==> config.mk <==
export PLATFORM = sky130hd
export DESIGN_NAME = clb_cfg_emitter
export DESIGN_NICKNAME = d
export VERILOG_FILES = /design/src/rtl/cfg_pkg.sv /design/src/rtl/bitstream_writer.sv /design/src/rtl/clb_cfg_emitter.sv
export SDC_FILE = /design/constraint.sdc
export NUM_CORES = 1
export LEC_CHECK = 0
export CELL_PAD_IN_SITES_DETAIL_PLACEMENT = 1
export CELL_PAD_IN_SITES_GLOBAL_PLACEMENT = 2
export CORE_ASPECT_RATIO = 1.2
export CORE_MARGIN = 2
export CORE_UTILIZATION = 31
export DETAILED_ROUTE_END_ITERATION = 10
export PLACE_DENSITY_LB_ADDON = 0.1
export SYNTH_ARGS = -nofsm -noshare
export SYNTH_HDL_FRONTEND = slang
export SYNTH_SLANG_ARGS = --single-unit
==> constraint.sdc <==
create_clock -name clk -period 3 [get_ports clk]
set_clock_uncertainty 0.1 [all_clocks]
set_input_delay 0.6 -clock clk [delete_from_list [all_inputs] [get_ports clk]]
set_output_delay 0.6 -clock clk [all_outputs]
set_load 0.01 [all_outputs]
==> src/rtl/cfg_pkg.sv <==
// Shared definitions for the CLB configuration path.
// The emitter (transmit end) and the CLB-side readers import this package,
// so both ends agree on field widths, the input-type encoding and beat counts.
//   SIGNAL_TYPE_W  : width of the per-input type field
//   SIGNAL_INDEX_W : width of the per-input index field
//   t_input_type   : encoding of the type field
//   t_emit_state   : emitter sequencing states
//   ceil_div       : beats needed to carry a field of a given width
//   cnt_w          : counter width able to index 0..n-1
package cfg_pkg;

  localparam int SIGNAL_TYPE_W  = 2;
  localparam int SIGNAL_INDEX_W = 8;

  typedef enum logic [SIGNAL_TYPE_W-1:0] {
    NEIGHBOUR = 2'd0,
    IO        = 2'd1,
    FEEDBACK  = 2'd2
  } t_input_type;

  typedef enum logic [2:0] {
    ST_IDLE,
    ST_LOAD,
    ST_SEND_TYPE,
    ST_SEND_INDEX,
    ST_SEND_LUT,
    ST_DONE
  } t_emit_state;

  function automatic int ceil_div(input int num, input int den);
    return (num + den - 1) / den;
  endfunction

  function automatic int cnt_w(input int n);
    return (n > 1) ? $clog2(n) : 1;
  endfunction

  function automatic int max2(input int a, input int b);
    return (a > b) ? a : b;
  endfunction

endpackage

==> src/rtl/bitstream_writer.sv <==
// Serialises one configuration field onto an AXI-stream master, LSB first.
// Counterpart of bitstream_reader on the CLB side.
// The field is presented combinationally by the owner (bits, last_beat,
// last_field) and must stay stable while valid is high; the writer only owns
// the beat counter, so consecutive fields follow each other with no bubble.
//   clk, rst       : clock, asynchronous active-high reset
//   start          : clear the beat counter before a new frame
//   valid          : a field is being presented
//   bits           : field contents, zero above the field's real width
//   last_beat      : index of the field's final beat
//   last_field     : this field ends the frame (drives tlast on its final beat)
//   tvalid/tdata/tlast/tready : AXI-stream master
//   ready          : final beat of the field accepted this cycle
module bitstream_writer
  import cfg_pkg::*;
#(
  parameter  int NUM_BITS_TO_WRITE = 16,
  parameter  int DATA_WIDTH        = 1,
  localparam int MAX_BEATS         = ceil_div(NUM_BITS_TO_WRITE, DATA_WIDTH),
  localparam int BEAT_W            = cnt_w(MAX_BEATS)
) (
  input  logic                         clk,
  input  logic                         rst,
  input  logic                         start,
  input  logic                         valid,
  input  logic [NUM_BITS_TO_WRITE-1:0] bits,
  input  logic [BEAT_W-1:0]            last_beat,
  input  logic                         last_field,
  output logic                         tvalid,
  output logic [DATA_WIDTH-1:0]        tdata,
  output logic                         tlast,
  input  logic                         tready,
  output logic                         ready
);

  // Field padded to a whole number of beats so the final slice never reads
  // past the vector; the padding is what zero-fills a short last beat.
  localparam int PAD_W = MAX_BEATS * DATA_WIDTH;

  logic [BEAT_W-1:0] beat_q, beat_d;
  logic [PAD_W-1:0]  padded;
  logic              handshake;
  logic              final_beat;

  // NOTE: every always_comb output gets a default first so no path leaves it
  // unassigned; otherwise synthesis infers a latch.
  always_comb begin
    padded                         = '0;
    padded[NUM_BITS_TO_WRITE-1:0]  = bits;
    handshake                      = valid & tready;
    final_beat                     = (beat_q == last_beat);
    beat_d                         = beat_q;
    if (start) begin
      beat_d = '0;
    end else if (handshake) begin
      beat_d = final_beat ? '0 : beat_q + 1'b1;
    end
  end

  // NOTE: sequential state uses non-blocking assignments so every flop
  // samples pre-edge values regardless of process evaluation order.
  always_ff @(posedge clk or posedge rst) begin
    if (rst) begin
      beat_q <= '0;
    end else begin
      beat_q <= beat_d;
    end
  end

  // Outputs derive from registered state and the presented field only, so
  // tvalid never depends on tready and tdata/tlast hold while stalled.
  always_comb begin
    tvalid = valid;
    tdata  = '0;
    tlast  = 1'b0;
    ready  = handshake & final_beat;
    if (valid) begin
      tdata = padded[int'(beat_q) * DATA_WIDTH +: DATA_WIDTH];
      tlast = last_field & final_beat;
    end
  end

endmodule

==> src/rtl/clb_cfg_emitter.sv <==
// Transmit end of the CLB configuration bitstream.
// Snapshots one CLB configuration record and emits it as one AXI-stream
// frame: for each LUT input in index order a type field then an index field,
// followed by the truth table. A single bitstream_writer is fed through a
// field mux. Also pulses the CLB cfg strobe while the record is loaded.
//   clk, rst            : clock, asynchronous active-high reset
//   start               : request one frame (honoured only when idle)
//   in_types            : type of input i at [i*SIGNAL_TYPE_W +: SIGNAL_TYPE_W]
//   in_indices          : index of input i at [i*SIGNAL_INDEX_W +: SIGNAL_INDEX_W]
//   in_truth_table      : LUT contents
//   cfg                 : one-cycle strobe to the CLB cfg input
//   cfg_bitstream_*     : AXI-stream master (tvalid/tdata/tlast out, tready in)
//   busy                : from snapshot until the final beat is accepted
//   done                : one-cycle pulse after the final handshake
module clb_cfg_emitter
  import cfg_pkg::*;
#(
  parameter int LUT_WIDTH            = 4,
  parameter int BITSTREAM_DATA_WIDTH = 1
) (
  input  logic                                 clk,
  input  logic                                 rst,
  input  logic                                 start,
  input  logic [LUT_WIDTH*SIGNAL_TYPE_W-1:0]   in_types,
  input  logic [LUT_WIDTH*SIGNAL_INDEX_W-1:0]  in_indices,
  input  logic [2**LUT_WIDTH-1:0]              in_truth_table,
  output logic                                 cfg,
  output logic                                 cfg_bitstream_tvalid,
  output logic [BITSTREAM_DATA_WIDTH-1:0]      cfg_bitstream_tdata,
  output logic                                 cfg_bitstream_tlast,
  input  logic                                 cfg_bitstream_tready,
  output logic                                 busy,
  output logic                                 done
);

  localparam int DW          = BITSTREAM_DATA_WIDTH;
  localparam int TT_W        = 2**LUT_WIDTH;
  localparam int FIELD_W     = max2(max2(SIGNAL_TYPE_W, SIGNAL_INDEX_W), TT_W);
  localparam int MAX_BEATS   = ceil_div(FIELD_W, DW);
  localparam int BEAT_W      = cnt_w(MAX_BEATS);
  localparam int TYPE_BEATS  = ceil_div(SIGNAL_TYPE_W, DW);
  localparam int INDEX_BEATS = ceil_div(SIGNAL_INDEX_W, DW);
  localparam int LUT_BEATS   = ceil_div(TT_W, DW);
  localparam int IDX_W       = cnt_w(LUT_WIDTH);

  localparam logic [IDX_W-1:0]  LAST_INPUT      = IDX_W'(LUT_WIDTH - 1);
  localparam logic [BEAT_W-1:0] TYPE_LAST_BEAT  = BEAT_W'(TYPE_BEATS - 1);
  localparam logic [BEAT_W-1:0] INDEX_LAST_BEAT = BEAT_W'(INDEX_BEATS - 1);
  localparam logic [BEAT_W-1:0] LUT_LAST_BEAT   = BEAT_W'(LUT_BEATS - 1);

  t_emit_state state_q, state_d;
  logic [IDX_W-1:0]                     input_q, input_d;
  logic [LUT_WIDTH*SIGNAL_TYPE_W-1:0]   types_q, types_d;
  logic [LUT_WIDTH*SIGNAL_INDEX_W-1:0]  indices_q, indices_d;
  logic [TT_W-1:0]                      tt_q, tt_d;

  logic                field_valid;
  logic [FIELD_W-1:0]  field_bits;
  logic [BEAT_W-1:0]   field_last_beat;
  logic                field_last;
  logic                field_done;
  logic                writer_start;

  // ---------------------------------------------------------------------------
  // State register (plus the record snapshot and input iterator).
  // NOTE: the snapshot registers are reset too; they are only a few dozen
  // flops and a defined value keeps simulation free of X after reset.
  // ---------------------------------------------------------------------------
  always_ff @(posedge clk or posedge rst) begin
    if (rst) begin
      state_q   <= ST_IDLE;
      input_q   <= '0;
      types_q   <= '0;
      indices_q <= '0;
      tt_q      <= '0;
    end else begin
      state_q   <= state_d;
      input_q   <= input_d;
      types_q   <= types_d;
      indices_q <= indices_d;
      tt_q      <= tt_d;
    end
  end

  // ---------------------------------------------------------------------------
  // Next-state logic.
  // ---------------------------------------------------------------------------
  always_comb begin
    state_d   = state_q;
    input_d   = input_q;
    types_d   = types_q;
    indices_d = indices_q;
    tt_d      = tt_q;
    unique case (state_q)
      ST_IDLE: begin
        if (start) state_d = ST_LOAD;
      end
      ST_LOAD: begin
        types_d   = in_types;
        indices_d = in_indices;
        tt_d      = in_truth_table;
        input_d   = '0;
        state_d   = ST_SEND_TYPE;
      end
      ST_SEND_TYPE: begin
        if (field_done) state_d = ST_SEND_INDEX;
      end
      ST_SEND_INDEX: begin
        if (field_done) begin
          if (input_q != LAST_INPUT) begin
            input_d = input_q + 1'b1;
            state_d = ST_SEND_TYPE;
          end else begin
            state_d = ST_SEND_LUT;
          end
        end
      end
      ST_SEND_LUT: begin
        if (field_done) state_d = ST_DONE;
      end
      ST_DONE: begin
        state_d = ST_IDLE;
      end
      default: begin
        state_d = ST_IDLE;
      end
    endcase
  end

  // ---------------------------------------------------------------------------
  // Output logic: strobes and the field mux in front of the writer.
  // ---------------------------------------------------------------------------
  always_comb begin
    cfg             = 1'b0;
    busy            = 1'b0;
    done            = 1'b0;
    writer_start    = 1'b0;
    field_valid     = 1'b0;
    field_bits      = '0;
    field_last_beat = '0;
    field_last      = 1'b0;
    unique case (state_q)
      ST_LOAD: begin
        cfg          = 1'b1;
        busy         = 1'b1;
        writer_start = 1'b1;
      end
      ST_SEND_TYPE: begin
        busy            = 1'b1;
        field_valid     = 1'b1;
        field_bits[SIGNAL_TYPE_W-1:0] =
          types_q[int'(input_q) * SIGNAL_TYPE_W +: SIGNAL_TYPE_W];
        field_last_beat = TYPE_LAST_BEAT;
      end
      ST_SEND_INDEX: begin
        busy            = 1'b1;
        field_valid     = 1'b1;
        field_bits[SIGNAL_INDEX_W-1:0] =
          indices_q[int'(input_q) * SIGNAL_INDEX_W +: SIGNAL_INDEX_W];
        field_last_beat = INDEX_LAST_BEAT;
      end
      ST_SEND_LUT: begin
        busy            = 1'b1;
        field_valid     = 1'b1;
        field_bits[TT_W-1:0] = tt_q;
        field_last_beat = LUT_LAST_BEAT;
        field_last      = 1'b1;
      end
      ST_DONE: begin
        done = 1'b1;
      end
      default: begin
        cfg = 1'b0;
      end
    endcase
  end

  bitstream_writer #(
    .NUM_BITS_TO_WRITE (FIELD_W),
    .DATA_WIDTH        (DW)
  ) u_writer (
    .clk        (clk),
    .rst        (rst),
    .start      (writer_start),
    .valid      (field_valid),
    .bits       (field_bits),
    .last_beat  (field_last_beat),
    .last_field (field_last),
    .tvalid     (cfg_bitstream_tvalid),
    .tdata      (cfg_bitstream_tdata),
    .tlast      (cfg_bitstream_tlast),
    .tready     (cfg_bitstream_tready),
    .ready      (field_done)
  );

endmodule

Yosys cells after proc, flatten, opt, wreduce, memory -nomap -nowiden --
Index checks and enable logic that the tools add are counted.
Storage, ports and cells: flip-flop bits (word level) 65, output and inout bits 6, memory bits (writable) 0, memories 0, memory bits (read-only) 0, bits in latches 0
Operators by class: shift operators 3, add/subtract/negate cells 2, divide/modulo/power cells 0, equal/unequal tests 12, multiplexer cells 23, $mul 0, reduce and logical (&&, ||, !) cells 7, order comparisons 0, bitwise gates (word level) 3
Operators by type and width (number):
- $shiftx 32x6->8 | 1
- $shiftx 16x5->1 | 1
- $mux 3 | 5
- $pmux 3 s5 | 1
- $mux 4 | 3
- $ne 2x2->1 const B | 6
- $pmux 4 s3 | 1
- $pmux 6 s2 | 1
- $mux 8 | 1
- $shiftx 8x4->2 | 1
- $mux 1 | 7
- $eq 3x2->1 const B | 2
- $eq 3x3->1 const B | 2
- $pmux 2 s3 | 1
- $add 4x1->4 const B | 1
- $eq 4x4->1 | 1
- $mux 2 | 2
- $pmux 2 s2 | 1
- $reduce_and 4->1 | 1
- $reduce_bool 2->1 | 2
- $reduce_or 4->1 | 1
- $and 1x1->1 | 3
- $eq 3x1->1 const B | 1
- $logic_not 3->1 | 1
- 3 further kinds | 3

Logic depth before layout (Yosys ltp) --
depth after elaboration 7, gate-level depth with buffers 9

Cells and area by module --
Synthesis repeated with hierarchy kept, for this count alone.
Unflattened totals: cells, all modules 249, area, all modules 3330.7 sq um
By module, submodules not included:
- clb_cfg_emitter | cells each 199, instances 1, area each 2882.8 sq um, seq. area each 1526.5 sq um
- bitstream_writer | cells each 50, instances 1, area each 447.9 sq um, seq. area each 100.1 sq um

Worst setup path before layout --
Ideal clock, no wire load.
path type flip-flop to output port, from reg input_q[0], to out cfg_bitstream_tdata, slack 0.612 ns, path buffers 0, cell stages (with the launch flop) 6, required time 2.300 ns, arrival time 1.688 ns, cells stage by stage dfrtp_1 mux4_2 a221oi_1 nor4_1 nor4_1 o22ai_1
On the way: cells in the longest elaborated chain, start to end 4, elaborated cells on any way between the ends 6, classes of those cells 3 x shift; 3 x mux
Ends and longest elaborated chain:
- start: declaration | line clb_cfg_emitter.sv:52 | logic [IDX_W-1:0] input_q, input_d;
- start signal: assignment | line clb_cfg_emitter.sv:78 | input_q <= input_d;
- $shiftx 32x6->8 / $shiftx 8x4->2 (equally long branches) | line clb_cfg_emitter.sv:159, clb_cfg_emitter.sv:152
- $pmux 2 s3 / $pmux 6 s2 (equally long branches) | line clb_cfg_emitter.sv:142 | unique case (state_q)
- $shiftx 16x5->1 (*) | line bitstream_writer.sv:78 | tdata = padded[int'(beat_q) * DATA_WIDTH +: DATA_WIDTH];
- $mux 1 (*) | line bitstream_writer.sv:77 | if (valid) begin
- end: declaration | line clb_cfg_emitter.sv:29 | output logic [BITSTREAM_DATA_WIDTH-1:0] cfg_bitstream_tdata,
Every way passes the cells marked *; elsewhere a longest branch is shown, timed or not.

Final worst setup path --
from reg u_writer.beat_q[2], to out cfg_bitstream_tlast
On the way: cells in the longest elaborated chain, start to end 3
Ends and longest elaborated chain:
- start: declaration | line bitstream_writer.sv:40 | logic [BEAT_W-1:0] beat_q, beat_d;
- start signal: assignment | line bitstream_writer.sv:66 | beat_q <= beat_d;
- $eq 4x4->1 | line bitstream_writer.sv:51 | final_beat = (beat_q == last_beat);
- $and 1x1->1 | line bitstream_writer.sv:79 | tlast = last_field & final_beat;
- $mux 1 | line bitstream_writer.sv:77
- end: declaration | line clb_cfg_emitter.sv:30 | output logic cfg_bitstream_tlast,
No other way between the ends.

==> impl_results.md <==
- Num rows: 40
- Period minus WS final: 2.92 ns
- GRT Total Usage: 0.165
- Root Buffer: clkbuf_16
- Dpl ws: -0.0178 ns
- Grt met1 use: 0.217
- Fillers: 1,148
- Via count: 2,740
- GR Overflow Total: 0
- Worst EP required: 2.30 ns
- Nets@finish: 498
- Final cycle utilization of the critical path: 0.972
- Slowest cell on crit path: clkdlybuf4s50_1
- Syn-to-layout area delta: 40.2%
- Worst-skew pair later-pin latency: 0.32 ns
- Post-synth top area share: 0.507
- Met3 Track Usage GR: 0.0308
- CP delay by family, top: simple AND/OR/NAND/NOR gates
- Lkg Pwr: 2.02 nW
- Register area share after synthesis: 0.507
- DRT Wirelength: 8900 µm
- PwrDens: 1010 mW/mm²
- ANT cells: 0
- R2r worst-path depth: 5
- Max-slew violations: 0
- Worst setup margin: 0.0826 ns
- Hold WC Path Type: flop to flop
- First-pass GRT wire length: 14,500 µm
- GRT busiest layer: met2
- RSZ-0062 raised after global routing: yes
- Initial antenna violation count: 0
- Ports: 66
- Final Setup Violations: 0
- Initial DRT Pass Iterations: 4
- Buf+Inv Stages, Crit Path: 1
- # DRC: 0
- # clock sinks: 65
- Syn avg cell area: 8.93 µm²
- Main area contributors after synthesis: dfrtp_1, nand2_1, mux4_2
- Hold_ws: 0.372 ns
- Status: completed
- Worst-path fanout max: 9
- CTS Buf Count: 9
- CP Depth: 5
- Hold Fails Final Rpt: 0
- Final ANT Viol Nets: 0
- PortBufs: 65
- Reg2Reg Setup Slack: 0.45 ns
- Initial Utilization: 0.319
- Worst Path Arrival: 2.22 ns
- Clk slew on worst S/H paths: 0.06 ns
- Placed cell count: 544
- Initial DRC count: 121
- Worst setup EP type: output pin
- DP Area: 0.00405 mm²
- H-tree levels: 3
- GP Congestion: 0.807
- Syn_nets: 421
- Largest net degree at the start of global routing: 58
- Synth top cells by count: nand2_1, dfrtp_1, clkbuf_1
- Placeable Area: 0.0101 mm²
- Largest stage delay, worst path: 0.54 ns
- CP Cell Sequence: or3_1, nor3_4, o21ai_2, nor2_1, clkdlybuf4s50_1
- Setup_tns: 0 ns
- Synthesis-stage register bit count: 65
- Most numerous cell in the Yosys netlist: nand2_1
- Syn Inst Count: 359
- Worst Tran Pin Value: 1.23 ns
- CTS Buffer Depth: 2
- Crit Path Class: flop to output pin
- CTS tree: built
- Max IR drop VDD: 0.390 mV
- Critical Path Source Type: flop
- Layout cells sized above 1: 0.175
- Vias in the first global route: 2,911
- Yosys warnings: 0
- Die height: 115 µm
- Per-cell routed wire length: 15.7 µm
- Fmax: 0.343 GHz
- Max Cap Violations: 0
- Synthesized cell area: 0.00321 mm²
- FFs w/ async S/R, synth: 1.00
- Met2 Track Usage GR: 0.269
- CTS Hold Buffers Added: 0
- Finished Cell Area: 0.00450 mm²
- Slew headroom: 0.172
- Drt via density: 4.84
- Ys flop type: dfrtp_1
- Die area: 0.0112 mm²
- Post-synth EDFFs: 0
- Final Instance Count excl. Fillers: 566
- Hold depth: 2
- DIE WIDTH: 96.8 µm
- Post-synth top area cell: dfrtp_1
- Cell variety after synth: 45
- DP Wirelength: 6250 µm
path summary, 6_finish.rpt:
kind                                                start                        to
hold reg to reg                      tt_q[12]$_DFFE_PP0P_      tt_q[12]$_DFFE_PP0P_
max in group asynchronous                             rst    input_q[0]$_DFFE_PP0P_
hold / removal                       tt_q[12]$_DFFE_PP0P_      tt_q[12]$_DFFE_PP0P_
min in group asynchronous                             rst  indices_q[1]$_DFFE_PP0P_
setup reg to reg                   state_q[1]$_DFFE_PP0P_    state_q[2]$_DFFE_PP0P_
setup / recovery           u_writer.beat_q[2]$_DFFE_PP0P_       cfg_bitstream_tlast
stage by stage:
step                       util  power (mW)
final                     0.447        4.56
after global routing      0.447        4.90
after CTS                 0.439        4.51
after detailed placement  0.403        3.32
after global placement    0.403        3.28
after floorplan               -        2.69
what timing repair did:
action                                  in CTS  in global routing
pin swaps                                    3                  5
endpoints found under the setup margin       2                  2
gates resized for setup                     13                 10
gates cloned                                 0                  0
buffers inserted                             2                  5
sequential cells by signal, summed over array words and instances (netlist names):
| register | count |
|---|---|
| types_q | 8 |
| state_q | 3 |
| tt_q | 16 |
| input_q | 2 |
| indices_q | 32 |
| u_writer.beat_q | 4 |
cell type report:
type | count | area [µm²] | share of cell area
clock buffer | 10 | 239 | 0.0532
clock inverter | 5 | 80.1 | 0.0178
inverter | 6 | 22.5 | 0.00501
multi-input combinational | 264 | 1510 | 0.336
sequential | 65 | 1630 | 0.363
tap | 126 | 158 | 0.0351
timing repair buffer | 90 | 850 | 0.189
cell usage in the layout, fill, tap and decap left out, types with 5 or more instances in the layout:
master | synthesis | layout
buf_4 | 2 | 23
clkbuf_16 | 0 | 9
clkdlybuf4s50_1 | 0 | 64
dfrtp_1 | 65 | 59
dfrtp_2 | 0 | 6
mux4_2 | 11 | 11
nand2_1 | 177 | 177
nand3_1 | 7 | 7
nor2_1 | 5 | 5
o21ai_0 | 5 | 5
routing by layer:
layer | part of all wire | vias to the layer above
met3 | 0.029 | 14
met5 | 0 | -
met1 | 0.47 | 1332
li1 | - | 1346
met2 | 0.48 | 48
met4 | 0.021 | 0
where the power goes:
part           switching (mW)  leakage, nW  internal, mW  total [mW]
Clock                   0.376        0.151         0.743        1.12
Sequential              0.353        0.721          1.31        1.67
Combinational           0.874         1.15         0.894        1.77
cells by family (layout without fill, tap and decap cells):
logic type / Yosys count / after routing / synth area share
flops: 65 / 65 / 0.507
buf+inv: 30 / 111 / 0.0425
simple gates: 216 / 216 / 0.285
compound gates: 30 / 30 / 0.0636
mux: 16 / 16 / 0.0936
fa+ha+maj: 2 / 2 / 0.00780
worst min-delay path, stage by stage (launching register included):
cell,delay [ns]
dfrtp_1,0.34
nand2_1,0.05
nand2_1,0.05
Note: power is estimated with default switching activity, not from simulation.
